[src/rtl/gbuf_out_drain.sv]
// rtl/gbuf_out_drain.sv - host-side drain of the output global buffer
// Walks GBUFF_OUT row-major and streams lane-masked result words over valid/ready.
module gbuf_out_drain #(
  parameter int WORD_W   = 128,
  parameter int ELEM_W   = 32,
  parameter int IDX_W    = 16,
  parameter int BASE_IDX = 0,
  parameter int RD_LAT   = 1
) (
  input  logic                     clk,
  input  logic                     rst,
  input  logic                     start,
  input  logic [3:0]               m,
  input  logic [3:0]               n,
  output logic [IDX_W-1:0]         index_out,
  output logic                     rd_en,
  input  logic [WORD_W-1:0]        data_out_o,
  output logic                     out_valid,
  input  logic                     out_ready,
  output logic [WORD_W-1:0]        out_data,
  output logic [WORD_W/ELEM_W-1:0] out_keep,
  output logic                     out_last,
  output logic                     busy,
  output logic                     done
);
  localparam int LANES = WORD_W / ELEM_W;
  localparam int CNT_W = 8;

  // The issue/return pipeline below is built for a single-cycle buffer read.
  if (RD_LAT != 1) begin : g_rd_lat_unsupported
  end

  typedef enum logic [1:0] {IDLE, DRAIN, FLUSH, FIN} state_t;

  function automatic logic [LANES-1:0] keep_for(input logic [3:0] col,
                                                input logic [3:0] wpr,
                                                input logic [3:0] n_val);
    logic [LANES-1:0] k;
    int rem;
    k = '1;
    if (col == wpr - 4'd1) begin
      rem = int'(n_val) - int'(col) * LANES;
      for (int i = 0; i < LANES; i++) begin
        if (i >= rem) k[i] = 1'b0;
      end
    end
    return k;
  endfunction

  function automatic logic [WORD_W-1:0] mask_lanes(input logic [WORD_W-1:0] d,
                                                   input logic [LANES-1:0] k);
    logic [WORD_W-1:0] r;
    r = '0;
    for (int i = 0; i < LANES; i++) begin
      if (k[i]) r[i*ELEM_W +: ELEM_W] = d[i*ELEM_W +: ELEM_W];
    end
    return r;
  endfunction

  state_t           state;
  logic [3:0]       n_q;
  logic [3:0]       wpr_q;
  logic [CNT_W-1:0] total_q;
  logic [CNT_W-1:0] issue_cnt;
  logic [3:0]       col;
  logic [LANES-1:0] tag_keep;
  logic             tag_last;

  logic             rd_v;
  logic [LANES-1:0] bus_keep;
  logic             bus_last;
  logic [WORD_W-1:0] bus_word;

  logic [WORD_W-1:0] mem_data [2];
  logic [LANES-1:0]  mem_keep [2];
  logic              mem_last [2];
  logic              wr_ptr;
  logic              rd_ptr;
  logic [1:0]        count;
  logic [1:0]        count_next;

  logic [3:0]       wpr_in;
  logic [CNT_W-1:0] total_in;
  logic             head_stored;
  logic             pop;
  logic             bypass;
  logic             store;
  logic             credit_ok;

  assign wpr_in   = 4'((int'(n) + LANES - 1) / LANES);
  assign total_in = CNT_W'(m) * CNT_W'(wpr_in);
  assign bus_word = mask_lanes(data_out_o, bus_keep);

  // An empty FIFO presents the returning word directly, which keeps the
  // issue-to-credit loop at two cycles so two entries sustain full rate.
  assign head_stored = (count != 2'd0);
  assign out_valid   = head_stored || rd_v;
  assign pop         = out_valid && out_ready;
  assign bypass      = !head_stored && rd_v && out_ready;
  assign store       = rd_v && !bypass;
  assign count_next  = count + {1'b0, store} - {1'b0, pop && head_stored};
  assign credit_ok   = ({1'b0, count_next} + {2'b0, rd_en}) < 3'd2;

  assign out_data = head_stored ? mem_data[rd_ptr] : (rd_v ? bus_word : '0);
  assign out_keep = head_stored ? mem_keep[rd_ptr] : (rd_v ? bus_keep : '0);
  assign out_last = head_stored ? mem_last[rd_ptr] : (rd_v && bus_last);

  always_ff @(posedge clk) begin
    if (rst) begin
      state     <= IDLE;
      busy      <= 1'b0;
      done      <= 1'b0;
      rd_en     <= 1'b0;
      index_out <= '0;
      n_q       <= '0;
      wpr_q     <= '0;
      total_q   <= '0;
      issue_cnt <= '0;
      col       <= '0;
      tag_keep  <= '0;
      tag_last  <= 1'b0;
    end else begin
      done  <= 1'b0;
      rd_en <= 1'b0;
      case (state)
        IDLE: begin
          if (start) begin
            n_q     <= n;
            wpr_q   <= wpr_in;
            total_q <= total_in;
            busy    <= 1'b1;
            if (total_in == '0) begin
              state <= FIN;
            end else begin
              rd_en     <= 1'b1;
              index_out <= IDX_W'(BASE_IDX);
              issue_cnt <= CNT_W'(1);
              col       <= (wpr_in == 4'd1) ? 4'd0 : 4'd1;
              tag_keep  <= keep_for(4'd0, wpr_in, n);
              tag_last  <= (total_in == CNT_W'(1));
              state     <= (total_in == CNT_W'(1)) ? FLUSH : DRAIN;
            end
          end
        end
        DRAIN: begin
          if (issue_cnt < total_q && credit_ok) begin
            rd_en     <= 1'b1;
            index_out <= IDX_W'(BASE_IDX) + IDX_W'(issue_cnt);
            issue_cnt <= issue_cnt + CNT_W'(1);
            col       <= (col == wpr_q - 4'd1) ? 4'd0 : col + 4'd1;
            tag_keep  <= keep_for(col, wpr_q, n_q);
            tag_last  <= (issue_cnt == total_q - CNT_W'(1));
            if (issue_cnt + CNT_W'(1) == total_q) state <= FLUSH;
          end
        end
        FLUSH: begin
          // Finishes on the edge that accepts the final word.
          if (!rd_en && count_next == 2'd0) begin
            done  <= 1'b1;
            busy  <= 1'b0;
            state <= IDLE;
          end
        end
        FIN: begin
          done  <= 1'b1;
          busy  <= 1'b0;
          state <= IDLE;
        end
        default: state <= IDLE;
      endcase
    end
  end

  always_ff @(posedge clk) begin
    if (rst) begin
      rd_v     <= 1'b0;
      bus_keep <= '0;
      bus_last <= 1'b0;
      count    <= '0;
      wr_ptr   <= 1'b0;
      rd_ptr   <= 1'b0;
    end else begin
      rd_v     <= rd_en;
      bus_keep <= tag_keep;
      bus_last <= tag_last;
      if (store) begin
        mem_data[wr_ptr] <= bus_word;
        mem_keep[wr_ptr] <= bus_keep;
        mem_last[wr_ptr] <= bus_last;
        wr_ptr           <= ~wr_ptr;
      end
      if (pop && head_stored) rd_ptr <= ~rd_ptr;
      count <= count_next;
    end
  end

endmodule

[config.mk]
export PLATFORM = sky130hd
export DESIGN_NAME = gbuf_out_drain
export DESIGN_NICKNAME = d
export VERILOG_FILES = /design/src/rtl/gbuf_out_drain.sv
export SDC_FILE = /design/constraint.sdc
export NUM_CORES = 1
export LEC_CHECK = 0
export ABC_CLOCK_PERIOD_IN_PS = 12600
export BUFFER_PORTS_ARGS = -buffer_cell sky130_fd_sc_hd__buf_2
export CORE_MARGIN = 5
export CORE_UTILIZATION = 36
export DETAILED_ROUTE_END_ITERATION = 8
export MAX_ROUTING_LAYER = met4
export PLACE_DENSITY_LB_ADDON = 0.2
export SYNTH_ARGS = -nofsm -noshare
export SYNTH_HDL_FRONTEND = slang
export SYNTH_SLANG_ARGS = --single-unit
[constraint.sdc]
create_clock -name clk -period 12.6 [get_ports clk]
set_clock_uncertainty 0.1 [all_clocks]
set_input_delay 2.52 -clock clk [delete_from_list [all_inputs] [get_ports clk]]
set_output_delay 2.52 -clock clk [all_outputs]
set_load 0.01 [all_outputs]
After elaboration in Yosys (flattened, before gate mapping)
Memory sizes are Yosys's and may differ from the RTL's. A register that Yosys moved wholly into a read port is not among the register bits.
Index checks and enable logic that the tools add are counted.

cells by class
  add/sub/neg operators = 12
  multipliers = 1
  $lt $le $gt $ge = 10
  equality and inequality tests = 13
  mux-type cells = 66
  bitwise operators = 3
  reductions and logical operators = 24

operators with widths
  cell                                                                    number
  128-bit 2-to-1 mux                                                      2
  32-bit 2-to-1 mux                                                       4
  16-bit 2-to-1 mux                                                       3
  4-bit 2-to-1 mux                                                        11
  16-bit case mux with 2 select lines                                     1
  1-bit 2-to-1 mux                                                        28
  8-bit 2-to-1 mux                                                        3
  8-bit equality test                                                     2
  4-bit case mux with 2 select lines                                      2
  8-bit case mux with 2 select lines                                      1
  3-bit by 7-bit >= comparator with 1-bit output (first input constant)   2
  2-bit 2-to-1 mux                                                        6
  2-bit inequality test (second input constant)                           5
  8-bit by 1-bit adder with 8-bit output (second input constant)          1
  8-bit by 1-bit equality test with 1-bit output (second input constant)  1
  1-bit by 4-bit >= comparator with 1-bit output (first input constant)   2
  2-bit by 4-bit >= comparator with 1-bit output (first input constant)   2
  1-bit logical AND                                                       8
  8-bit zero test                                                         1
  8-bit < comparator                                                      1
  4-bit by 4-bit multiplier with 8-bit output                             1
  2-bit case mux with 4 select lines                                      1
  4-bit AND reduction                                                     2
  4-bit by 1-bit subtractor with 4-bit output (second input constant)     2
  29 further kinds                                                        37

storage, ports and cells
  bits in registers = 64
  RAM bits = 266
  input bits = 140
  output and inout bits = 153
  logic and storage cells = 150
  memories = 3

memories
  name      words  bits a word  read ports  clocked after memory_dff  write ports  line  RTL
  mem_data  2      128          1           1                         1            74    logic [WORD_W-1:0] mem_data [2];
  mem_keep  2      4            1           1                         1            75    logic [LANES-1:0] mem_keep [2];
  mem_last  2      1            1           1                         1            76    logic mem_last [2];

Logic depth before layout (Yosys ltp)
  depth in word-level cells = 13
  mapped depth = 16
  mapped depth without buffers = 14

Worst setup path before layout
No wires, ideal clock.

  kind = in2reg
  start = in rst
  end = mem mem_data[1][0] (enable)
  setup time = 816 ps
  data arrival time = 12644 ps
  data required time = 11684 ps
  slack = -960 ps
  cell stages on the path = 3
  path buffers = 2
  cells stage by stage = clkbuf_1 > clkbuf_1 > nor3b_1

on the way
  longest elaborated chain between the ends = 2

RTL lines
  element                                 line  RTL
  start: declaration                      11    input logic rst,
  1-bit 2-to-1 mux                        175   if (rst) begin
  1-bit 2-to-1 mux (implied by the code)  187   mem_data[wr_ptr] <= bus_word;
  end: declaration                        74

Every way passes these cells.

Final worst setup path
  start = reg count[1]
  end = out out_data[44]

on the way
  longest elaborated chain between the ends = 2

RTL lines
  element                   line  RTL
  start: declaration        79    logic [1:0] count;
  start signal: assignment  193   count <= count_next;
  2-bit nonzero test        96    assign head_stored = (count != 2'd0);
  128-bit 2-to-1 mux        104   assign out_data = head_stored ? mem_data[rd_ptr] : (rd_v ? bus_word : '0);
  end: declaration          20    output logic [WORD_W-1:0] out_data,

Every way passes these cells.

==> flow_summary.toml <==
[global_routing]
initial_antenna_violation_count = 7
largest_net_degree_at_the_start_of_global_routing = 96
wire_length_of_the_first_global_routing_pass_um = 61230
grt_pass1_vias = 10670
globalRouteOverflowTotal = 0
grt_usage = 0.1703

[pwr]
vdd_ir_drop_max_mv = 0.1143
power.net_switching_mw = 1.150
power.total_mw = 3.364
combPwrFrac = 0.302
cellInternalPower_mw = 2.214
power_leakage_nw = 6.720
pwr_density_cell_nw_per_um2 = 183.7
seq_power_share = 0.378
power.switching_fraction = 0.3418
clockPowerShare = 0.319

[synth]
seq_area_frac_synth = 0.5991
netlist.top_cell.by_area = "sky130_fd_sc_hd__edfxtp_1"
post_synth_main_area_contributors = "sky130_fd_sc_hd__edfxtp_1 (53%), sky130_fd_sc_hd__mux2i_1 (8.8%), sky130_fd_sc_hd__dfxtp_1 (7.4%)"
register_bit_total_from_synthesis = 322
post_synth.cell_area_avg_sq_um = 11.97
synthTopCellsByCount = "sky130_fd_sc_hd__edfxtp_1 (266), sky130_fd_sc_hd__nand3_1 (145), sky130_fd_sc_hd__o21ai_0 (141), sky130_fd_sc_hd__and2_1 (138), sky130_fd_sc_hd__mux2i_1 (133)"
synth_enable_flop_cells = 266
synth.distinct_cells = 58
syn_area_sq_um = 15200
ys_dominant_reg_cell = "sky130_fd_sc_hd__edfxtp_1"
yosysTopAreaCellShare = 0.5253
synthMostInstantiatedCell = "sky130_fd_sc_hd__edfxtp_1"
ys_async_sr_fraction = 0
ys.warnings.count = 0
syn-instance-count = 1270

[worst_setup_path]
path_max_fanout = 95
path_common_cell = "sky130_fd_sc_hd__buf_4"
crit_required_ns = 9.98
critical_path_arrival_ns = 3.44
endpoint_kind = "output pin"
rr_startpoint = "count[1]"
startpoint_type = "register"
crit_path_max_incr_delay_ns = 0.75
timing.critical_path.cells = "nor2_4 -> buf_4 -> buf_4 -> o21ai_0 -> buf_2"
path_class = "register to output pin"
cp_slowest_cell = "sky130_fd_sc_hd__buf_4"
worst_setup_path_startpoint = "count[1]"

[layout]
syn_to_final_growth_pct = 20.42
final_core_occ = 0.4375
finalInstanceArea_sq_um = 18310
drive_above_1_share = 0.2408
design.final.nets = 1691
multiInputGateArea_sq_um = 5652
combined_flip_flop_and_latch_cell_area_sq_um = 9116
finish.cell_count_without_fillers = 2096
layout.filler_cells = 3953

[detailed_routing]
vias = 10540
wl_per_cell_um = 18.86
routed_wl_um = 39540
dr_vias_cell = 5.026
drt_first_iter_violations = 654
final_ant_viol_nets = 0
drt_pass1_iterations = 5
detail_route.drc_violations = 0

[timing]
worst_slew_pin_slew_ns = 1.195
final.setup.worst_slack_ns = 6.538
final.min_clock_period_ns = 6.062
min_period_over_period = 0.4811
maxSlewViolCount = 0
setup_viol = 0
timing.hold.ws_ns = 0.3604
clock.fmax_mhz = 165.0
finalSetupTns_ns = 0
rsz0062_at_grt = "no"
slew_headroom = 0.2025
finalHoldViolations = 0

[die]
pin_count = 293
dieHeight_um = 215.5
number_of_standard_cell_rows_in_the_floorplan = 75
initial_cell_density_of_the_core = 0.3633
die_span_x_um = 215.5
core-area_sq_um = 41850
floorplan.die_area_sq_um = 46440

[clock_tree]
tritoncts = "yes"
hold_buffers = 0
cts.repair.resized = 0
post_cts_buffers = 0
cts_max_level = 2
clock_tree.buffer_depth = 3
clk_pin_slew_ns = 0.06
clockRootBuffer = "sky130_fd_sc_hd__clkbuf_16"
clock_buffer_count_from_cts = 38
cts_sinks = 322
clk_latency_ns = 0.54

[hold_path]
hp-start = "bus_last"
worstHoldPathType = "register to register"

[placement]
post-place-ws_ns = 5.935
numPortBuffers = 284
post-dp-hpwl_um = 25170
gp_weighted_congestion = 0.8486
placed_cells = 2020
placed_area_sq_um = 17090

[outcome]
status = "finished clean"

[job]
maxCapViolations = 0
-- per-layer routing --
layer  vias up  wire [um]  track usage  share of wire
li1       5168          -            -              -
met1      5102      17510       0.2159           0.44
met2       210      19670       0.2791           0.50
met3        55       1513      0.02845          0.038
met4         0        840      0.05889          0.021
met5         -          0            -              0
-- cell type report --
cell class,count,area share
diodes,8,0.001093
clock buffers,49,0.05419
clock inverters,19,0.01162
inverters,25,0.005125
multi-input cells,833,0.3087
flip-flops and latches,322,0.4979
well taps,539,0.03683
repair buffers,301,0.08460
-- sequential cells by signal (all words and copies together) (netlist names), 2 cells and up, named ones only --
| signal | count |
|---|---|
| mem_keep | 8 |
| index_out | 8 |
| total_q | 8 |
| count | 2 |
| tag_keep | 4 |
| mem_data | 256 |
| state | 2 |
| bus_keep | 4 |
| wpr_q | 3 |
| mem_last | 2 |
| issue_cnt | 8 |
| n_q | 4 |
| col | 4 |
-- cell usage in the layout, fill, tap and decap left out, drive strengths merged, types with 3 or more instances in the layout --
cell type / synthesis / final
a211oi: 5 / 5
a21oi: 29 / 29
a311oi: 5 / 5
a31oi: 3 / 3
a32o: 8 / 8
and2: 138 / 138
and3: 8 / 8
buf: 20 / 301
bufinv: 0 / 4
clkbuf: 77 / 49
clkinv: 0 / 11
conb: 1 / 8
dfxtp: 56 / 56
diode: 0 / 8
edfxtp: 266 / 266
fa: 3 / 3
ha: 27 / 27
inv: 25 / 28
mux2i: 133 / 133
nand2: 39 / 39
nand2b: 4 / 4
nand3: 145 / 145
nor2: 29 / 29
nor2b: 15 / 15
nor3: 12 / 12
nor4: 5 / 5
o211ai: 4 / 4
o21a: 3 / 3
o21ai: 141 / 141
o311ai: 3 / 3
o31ai: 8 / 8
or3: 6 / 6
xnor2: 21 / 21
xor2: 8 / 8
-- cell families after synthesis --
family	share of synthesized area
xor+xnor	0.01819
simple gates	0.1461
compound gates	0.08830
mux	0.08904
buf+inv	0.03292
other cells	0.0002466
flops	0.5991
fa+ha+maj	0.02617
-- worst max-delay path: cells and delay by family (launching register included) --
family,cells,cell delay (ns)
flops,1,0.34
simple gates,1,0.70
compound gates,1,0.31
buf+inv,3,1.48
-- power by group through the flow --
stage	Sequential, mW	Combinational [mW]	Clock, mW
after CTS	1.27	1.04	1.11
after global routing	1.28	1.12	1.15
after global placement	1.30	1.04	0
final	1.27	1.02	1.07
after detailed placement	1.30	1.04	0
after floorplan	1.26	0.681	0
-- path summary, 6_finish.rpt --
kind,endpoint,slack (ns),cells past startpoint
setup / recovery,out_data[44],6.54,5
hold / removal,mem_last[0],0.36,0
setup reg to reg,issue_cnt[7],8.79,12
hold reg to reg,mem_last[0],0.36,0
(Power assumes the default switching activity.)
